File: src/rtl/wb_dma_copy_pkg.sv
// rtl/wb_dma_copy_pkg.sv - shared types and constants for the Wishbone block-copy engine
package wb_dma_pkg;

  typedef enum logic [2:0] {
    ST_IDLE,
    ST_RD,
    ST_RD_GAP,
    ST_WR,
    ST_WR_GAP,
    ST_DONE
  } dma_state_t;

  localparam logic [3:0]  WB_SEL_ALL = 4'hF;
  localparam logic [31:0] WORD_BYTES = 32'd4;

endpackage

File: src/rtl/wb_dma_copy_if.sv
// rtl/wb_dma_copy_if.sv - classic single-beat Wishbone bus between controller and peripheral
interface wb_dma_copy_if;

  logic        cyc;
  logic        stb;
  logic        we;
  logic [3:0]  sel;
  logic [31:0] adr;
  logic [31:0] dat_w;
  logic [31:0] dat_r;
  logic        ack;
  logic        err;

  modport master (output cyc, stb, we, sel, adr, dat_w, input dat_r, ack, err);
  modport slave  (input cyc, stb, we, sel, adr, dat_w, output dat_r, ack, err);

endinterface

File: src/rtl/wb_dma_copy.sv
// rtl/wb_dma_copy.sv - copies a block of words read-then-write over Wishbone, with timeout abort
module wb_dma_copy
  import wb_dma_pkg::*;
#(
  parameter int LEN_BITS       = 16,
  parameter int TIMEOUT_CYCLES = 64
) (
  input  logic                i_clk,
  input  logic                i_rst,
  wb_dma_copy_if.master       wb,
  input  logic                i_start,
  input  logic [31:0]         i_src_addr,
  input  logic [31:0]         i_dst_addr,
  input  logic [LEN_BITS-1:0] i_len_words,
  output logic                o_busy,
  output logic                o_done,
  output logic                o_err
);

  localparam int TW = $clog2(TIMEOUT_CYCLES + 1);

  dma_state_t          state_q, state_d;
  logic [31:0]         src_q, src_d;
  logic [31:0]         dst_q, dst_d;
  logic [31:0]         data_q, data_d;
  logic [LEN_BITS-1:0] len_q, len_d;
  logic [TW-1:0]       tmo_q, tmo_d;
  logic                err_q, err_d;
  logic                beat_active;

  always_ff @(posedge i_clk) begin
    if (i_rst) begin
      state_q <= ST_IDLE;
      src_q   <= '0;
      dst_q   <= '0;
      data_q  <= '0;
      len_q   <= '0;
      tmo_q   <= '0;
      err_q   <= 1'b0;
    end else begin
      state_q <= state_d;
      src_q   <= src_d;
      dst_q   <= dst_d;
      data_q  <= data_d;
      len_q   <= len_d;
      tmo_q   <= tmo_d;
      err_q   <= err_d;
    end
  end

  always_comb begin
    state_d = state_q;
    src_d   = src_q;
    dst_d   = dst_q;
    data_d  = data_q;
    len_d   = len_q;
    err_d   = err_q;
    tmo_d   = '0;
    case (state_q)
      ST_IDLE: begin
        if (i_start) begin
          src_d   = i_src_addr & ~(WORD_BYTES - 32'd1);
          dst_d   = i_dst_addr & ~(WORD_BYTES - 32'd1);
          len_d   = i_len_words;
          err_d   = 1'b0;
          state_d = (i_len_words == '0) ? ST_DONE : ST_RD;
        end
      end
      ST_RD, ST_WR: begin
        // err wins over a simultaneous ack; the beat is dropped without advancing
        if (wb.err) begin
          err_d   = 1'b1;
          state_d = ST_DONE;
        end else if (wb.ack) begin
          if (state_q == ST_RD) begin
            data_d  = wb.dat_r;
            state_d = ST_RD_GAP;
          end else begin
            src_d   = src_q + WORD_BYTES;
            dst_d   = dst_q + WORD_BYTES;
            len_d   = len_q - LEN_BITS'(1);
            state_d = ST_WR_GAP;
          end
        end else begin
          tmo_d = tmo_q + TW'(1);
          if (tmo_d == TW'(TIMEOUT_CYCLES)) begin
            err_d   = 1'b1;
            state_d = ST_DONE;
          end
        end
      end
      ST_RD_GAP: state_d = ST_WR;
      ST_WR_GAP: state_d = (len_q == '0) ? ST_DONE : ST_RD;
      ST_DONE:   state_d = ST_IDLE;
      default:   state_d = ST_IDLE;
    endcase
  end

  assign beat_active = (state_q == ST_RD) || (state_q == ST_WR);

  assign wb.cyc   = beat_active;
  assign wb.stb   = beat_active;
  assign wb.we    = (state_q == ST_WR);
  assign wb.sel   = beat_active ? WB_SEL_ALL : 4'h0;
  assign wb.adr   = (state_q == ST_WR) ? dst_q : src_q;
  assign wb.dat_w = data_q;

  assign o_busy = (state_q != ST_IDLE);
  assign o_done = (state_q == ST_DONE);
  assign o_err  = err_q;

endmodule
File: src/flat_wrapper.sv
// flat-port wrapper written by rule: the top's interface ports become plain ports
module wb_dma_copy_flat import wb_dma_pkg::*;
#(
  parameter int LEN_BITS       = 16,
  parameter int TIMEOUT_CYCLES = 64
)
  (i_clk, i_rst, i_start, i_src_addr, i_dst_addr, i_len_words, o_busy, o_done, o_err, wb_cyc, wb_stb, wb_we, wb_sel, wb_adr, wb_dat_w, wb_dat_r, wb_ack, wb_err);
  wb_dma_copy_if wb_i ();
  input  logic i_clk;
  input  logic i_rst;
  input  logic i_start;
  input  logic [31:0] i_src_addr;
  input  logic [31:0] i_dst_addr;
  input  logic [LEN_BITS-1:0] i_len_words;
  output logic o_busy;
  output logic o_done;
  output logic o_err;
  output wire logic [$bits(wb_i.cyc)-1:0] wb_cyc;
  output wire logic [$bits(wb_i.stb)-1:0] wb_stb;
  output wire logic [$bits(wb_i.we)-1:0] wb_we;
  output wire logic [$bits(wb_i.sel)-1:0] wb_sel;
  output wire logic [$bits(wb_i.adr)-1:0] wb_adr;
  output wire logic [$bits(wb_i.dat_w)-1:0] wb_dat_w;
  input wire logic [$bits(wb_i.dat_r)-1:0] wb_dat_r;
  input wire logic [$bits(wb_i.ack)-1:0] wb_ack;
  input wire logic [$bits(wb_i.err)-1:0] wb_err;
  assign wb_cyc = wb_i.cyc;
  assign wb_stb = wb_i.stb;
  assign wb_we = wb_i.we;
  assign wb_sel = wb_i.sel;
  assign wb_adr = wb_i.adr;
  assign wb_dat_w = wb_i.dat_w;
  assign wb_i.dat_r = wb_dat_r;
  assign wb_i.ack = wb_ack;
  assign wb_i.err = wb_err;
  wb_dma_copy #(.LEN_BITS(LEN_BITS), .TIMEOUT_CYCLES(TIMEOUT_CYCLES)) u_core (.i_clk(i_clk), .i_rst(i_rst), .wb(wb_i), .i_start(i_start), .i_src_addr(i_src_addr), .i_dst_addr(i_dst_addr), .i_len_words(i_len_words), .o_busy(o_busy), .o_done(o_done), .o_err(o_err));
endmodule
File: config.mk
export PLATFORM = sky130hd
export DESIGN_NAME = wb_dma_copy_flat
export DESIGN_NICKNAME = d
export VERILOG_FILES = /design/src/rtl/wb_dma_copy_pkg.sv /design/src/rtl/wb_dma_copy_if.sv /design/src/rtl/wb_dma_copy.sv /design/src/flat_wrapper.sv
export SDC_FILE = /design/constraint.sdc
export NUM_CORES = 1
export LEC_CHECK = 0
export BUFFER_PORTS_ARGS = -buffer_cell sky130_fd_sc_hd__buf_2
export CAP_MARGIN = 20
export CORE_MARGIN = 5
export CORE_UTILIZATION = 39
export DETAILED_ROUTE_END_ITERATION = 10
export PLACE_DENSITY = 0.76
export SLEW_MARGIN = 20
export SYNTH_ARGS = -nofsm -noshare
export SYNTH_HDL_FRONTEND = slang
export SYNTH_SLANG_ARGS = --single-unit
File: constraint.sdc
create_clock -name i_clk -period 2 [get_ports i_clk]
set_input_delay 0.3 -clock i_clk [delete_from_list [all_inputs] [get_ports i_clk]]
set_output_delay 0.3 -clock i_clk [all_outputs]
set_load 0.01 [all_outputs]
# Yosys cells after proc, flatten, opt, wreduce, memory -nomap -nowiden
# Cells that the tools add are included.
[word_totals]
regBits = 123
input_bits = 117
out_inout_bits = 74
elab_cells = 68
[classes]
n_addsub = 4
n_eq_ne = 13
mux = 30
bitwise = 2
reduce_logical = 12
[op_table]
columns = ["operator", "n"]
rows = [
  ["$mux 32", 9],
  ["$pmux 32 s2", 2],
  ["$add 32x3->32 const B", 2],
  ["$mux 16", 4],
  ["$logic_not 16->1", 2],
  ["$pmux 16 s2", 1],
  ["$mux 3", 7],
  ["$sub 16x1->16 const B", 1],
  ["$pmux 3 s4", 1],
  ["$ne 2x2->1 const B", 4],
  ["$reduce_and 4->1", 2],
  ["$add 7x1->7 const B", 1],
  ["$eq 7x7->1 const B", 1],
  ["$eq 3x2->1 const B", 2],
  ["$eq 3x3->1 const B", 2],
  ["$reduce_and 5->1", 1],
  ["$mux 1", 4],
  ["$mux 4", 1],
  ["$ne 4x3->1 const B", 1],
  ["$reduce_or 4->1", 1],
  ["$eq 3x1->1 const B", 1],
  ["$logic_not 3->1", 1],
  ["$ne 3x2->1 const B", 1],
  ["$ne 3x3->1 const B", 1],
  ["7 further kinds", 8],
]

# Longest topological paths before layout
[logic_depth]
word_depth = 6
ltp_mapped = 9
ltp_nobuf = 7

# Worst setup path before layout
# Ideal clock, no wire load.
[synth_path]
kind = "register -> output"
from = "register u_core.state_q[2]"
to = "output wb_adr[10]"
arrival_time_ns = 1.737
required_ns = 1.700
slack_ns = -0.037
path_stages_with_launch = 7
path_buffers = 2
path_cell_list = "dfxtp_1 > nand2b_1 > clkbuf_1 > clkinv_1 > nand2_1 > clkbuf_1 > mux2_2"
[synth_between]
elab_chain_cells = 2
[synth_rtl]
columns = ["element", "line", "rtl"]
rows = [
  ["start, declared", "wb_dma_copy.sv:22", "dma_state_t state_q, state_d;"],
  ["start signal, assigned", "wb_dma_copy.sv:41", "state_q <= state_d;"],
  ["$eq 3x2->1", "wb_dma_copy.sv:105", "assign wb.adr = (state_q == ST_WR) ? dst_q : src_q;"],
  ["$mux 32", "wb_dma_copy.sv:105", ""],
  ["end, declared", "flat_wrapper.sv:22", "output wire logic [$bits(wb_i.adr)-1:0] wb_adr;"],
]
# No other way between the ends.

# Worst setup path in the final report
[layout_path]
from = "register u_core.state_q[0]"
to = "output wb_adr[3]"
# Same word-level chain as after synthesis.

==> results.json <==
{
  "status": "finished with violations",
  "failed_checks": "negative setup slack",
  "final_common_cell": "buf_2",
  "antenna_found_initial": 1,
  "period_needed_ps": 2120,
  "placed_area_mm2": 0.00847,
  "critPathLaunchType": "register",
  "final_area_mm2": 0.00971,
  "core_area_mm2": 0.0172,
  "synth.cell_area_mm2": 0.00682,
  "synth_area_per_cell_um2": 7.42,
  "grt_pass1_vias": 7686,
  "totalWireLength_um": 25200,
  "totalPowerFinal_mw": 7.92,
  "critPathMaxStageDelay_ps": 350,
  "overflow": 0,
  "start_util": 0.396,
  "layout_common_cells": "buf_2 (155), nand2_1 (141), dfxtp_1 (116)",
  "grtUsageMet3": 0.0528,
  "wl_per_cell_um": 18.1,
  "fp-row-count": 48,
  "grt_use_total": 0.236,
  "p_seq_frac": 0.350,
  "gp_congestion": 0.934,
  "cp_common_cell": "buf_6",
  "cts-root-buf": "clkbuf_16",
  "clock_latency_ps": 420,
  "worst_pin_slew_ps": 518,
  "synth_top_cell_by_area": "dfxtp_1",
  "grt.met1_usage": 0.310,
  "grt_start_max_net_pins": 67,
  "diodes": 0,
  "hpwl_um": 16700,
  "final_antenna_net_count": 0,
  "clock_path_buffers": 2,
  "worstSetupPathType": "register to output pin",
  "die_area_mm2": 0.0202,
  "ys_warn_count": 0,
  "worstPathRequired_ps": 1700,
  "synth_top_area_share": 0.349,
  "hp-class": "input pin to register",
  "fin_nets": 1275,
  "grt_pass1_wl_um": 39100,
  "pwr-share-clk": 0.399,
  "ys_seq_area_frac": 0.349,
  "power_density_mw_per_mm2": 816,
  "drt_first_iter_violations": 739,
  "io_buffers": 184,
  "p_leak_nw": 3.97,
  "filler_cell_count": 1509,
  "regArea_mm2": 0.00239,
  "period_share": 1.06,
  "setup_violations": 16,
  "slew_headroom": 0.652,
  "rsz0062_at_grt": "yes",
  "via_per_inst": 5.89,
  "clock-sinks": 119,
  "slowest_stage": "mux2_2",
  "endpoint_kind": "output pin",
  "clk_pin_slew_worst_paths_ps": 60,
  "power_switching_mw": 2.48,
  "ys_ff_latch": 119,
  "vias": 8192,
  "synth_edf_count": 0,
  "drive_above_1_share": 0.330,
  "drv_cap": 0,
  "synth_area_leaders": "dfxtp_1 (35%), nand2_1 (8.0%), a21oi_1 (7.4%), o21ai_0 (4.4%), mux2_2 (4.3%)",
  "internal-power_mw": 5.44,
  "route.detailed.drc": 0,
  "synth.distinct_cells": 68,
  "syn_to_final_growth_pct": 42.4,
  "synthArstFlopShare": 0,
  "crit_chain": "buf_12, nand2b_4, inv_6, nand2_8, buf_6, buf_16, mux2_2, buf_6",
  "synth_flop_cell": "dfxtp_1",
  "slew_violations": 0,
  "cts_hold_buffers": 0,
  "cts_tree": "done",
  "hold_violations": 0,
  "path_max_fanout": 9,
  "multiInputGateArea_mm2": 0.00431,
  "timing.final.ws_setup_ps": -117,
  "drt-pass1-iter-count": 6,
  "die_y_um": 142,
  "die_w_um": 142,
  "use_met2": 0.383,
  "ioPinCount": 191,
  "comb_power_share": 0.251,
  "cts_buffers": 17,
  "grt-busiest-layer": "met2",
  "max_freq_ghz": 0.472,
  "swShare": 0.314,
  "critPathArrivalTime_ps": 1820,
  "ir_worst_vdd_uv": 635,
  "clock_skew_ps": 7.71,
  "synth_cells": 919,
  "htree_levels": 4
}
-- per-stage QoR --
| stage | setup TNS (ps) | setup WS [ps] | hold WS [ps] | std cells | util |
|---|---|---|---|---|---|
| floorplan | -733 | -36.7 | 404 | 920 | - |
| global placement | 0 | 35.8 | 439 | 1344 | 0.492 |
| detailed placement | -0.606 | -0.606 | 443 | 1344 | 0.492 |
| CTS | -1780 | -121 | 98.2 | 1387 | 0.554 |
| global route | -2620 | -161 | 112 | 1391 | 0.563 |
| finish | -1430 | -117 | 113 | 1391 | 0.563 |
-- routing by layer --
layer | up-vias | part of all wire
li1 | 3847 | -
met1 | 3838 | 0.41
met2 | 430 | 0.47
met3 | 75 | 0.089
met4 | 2 | 0.028
met5 | - | 0.00028
-- state kept, by name, summed over array words and instances (netlist names) --
register         cells
u_core.dst_q        30
u_core.wb.dat_w     32
u_core.len_q        16
u_core.o_err         1
u_core.state_q       3
u_core.tmo_q         7
u_core.src_q        30
-- repair_timing --
action	4_1_cts	5_1_grt
buffers inserted	7	5
resized for setup	68	32
setup endpoints to repair	30	53
pin swaps	2	4
cloned	4	2
-- cells by family (layout without fill, tap and decap cells) --
kind of cell	count (synthesis)	in the layout	synth area share
xor gates and xnor gates	5	5	0.00642
AOI/OAI and AO/OA	274	274	0.250
and+or+nand+nor	400	400	0.287
adders and majority gates	5	5	0.00917
muxes	27	27	0.0444
buffers and inverters	88	334	0.0539
other	1	2	0.000550
DFF	119	119	0.349
-- Yosys cell counts (4+ instances only) --
cell type and instances:
nand2_1 146, dfxtp_1 119, a21oi_1 101, nor2_1 68
o21ai_0 60, clkbuf_1 57, nand3_1 42, nor3_1 35
mux2_2 26, a211oi_1 20, nand4_1 17, nor4_1 16
and2_1 12, inv_1 12, o22ai_1 12, or3_1 12
and3_1 10, o31ai_1 10, a32o_1 9, and4_1 8
buf_4 8, a21o_1 7, nand2b_1 7, a22oi_1 6
a31oi_1 6, buf_2 6, ha_1 5, o211ai_1 5
o32ai_1 5, or4_1 5, a311oi_1 4, buf_1 4
nor3b_1 4, nor4b_1 4, o21a_1 4, xnor2_1 4
-- worst max-delay path: cells and delay by family (launching register included) --
| family | cells | cell delay [ps] |
|---|---|---|
| DFF | 1 | 330 |
| buffers and inverters | 5 | 560 |
| and+or+nand+nor | 2 | 160 |
| muxes | 1 | 350 |
-- cell type report --
cell class | instances | share of cell area
multi-input cells | 713 | 0.444
clock buffers | 17 | 0.0438
clock inverters | 15 | 0.0184
inverters | 13 | 0.00554
well taps | 225 | 0.0290
flip-flops and latches | 119 | 0.246
repair buffers | 289 | 0.214
-- power groups by stage --
stage	clock network (mW)	logic (mW)	registers, mW
6_report	3.16	1.99	2.77
5_1_grt	3.28	2.16	2.79
4_1_cts	3.18	1.87	2.75
3_5_place_dp	0	1.71	2.80
3_3_place_gp	0	1.69	2.79
2_1_floorplan	0	1.02	2.78
-- final timing paths --
path	start	end	slack [ps]	cells past startpoint
min	wb_dat_r[0]	u_core.wb.dat_w[0]	110	3
max reg2reg	u_core.state_q[1]	u_core.src_q[26]	10	5
max	u_core.state_q[0]	wb_adr[3]	-120	8
min reg2reg	u_core.wb.dat_w[8]	u_core.wb.dat_w[8]	450	2
(Power assumes the default switching activity.)
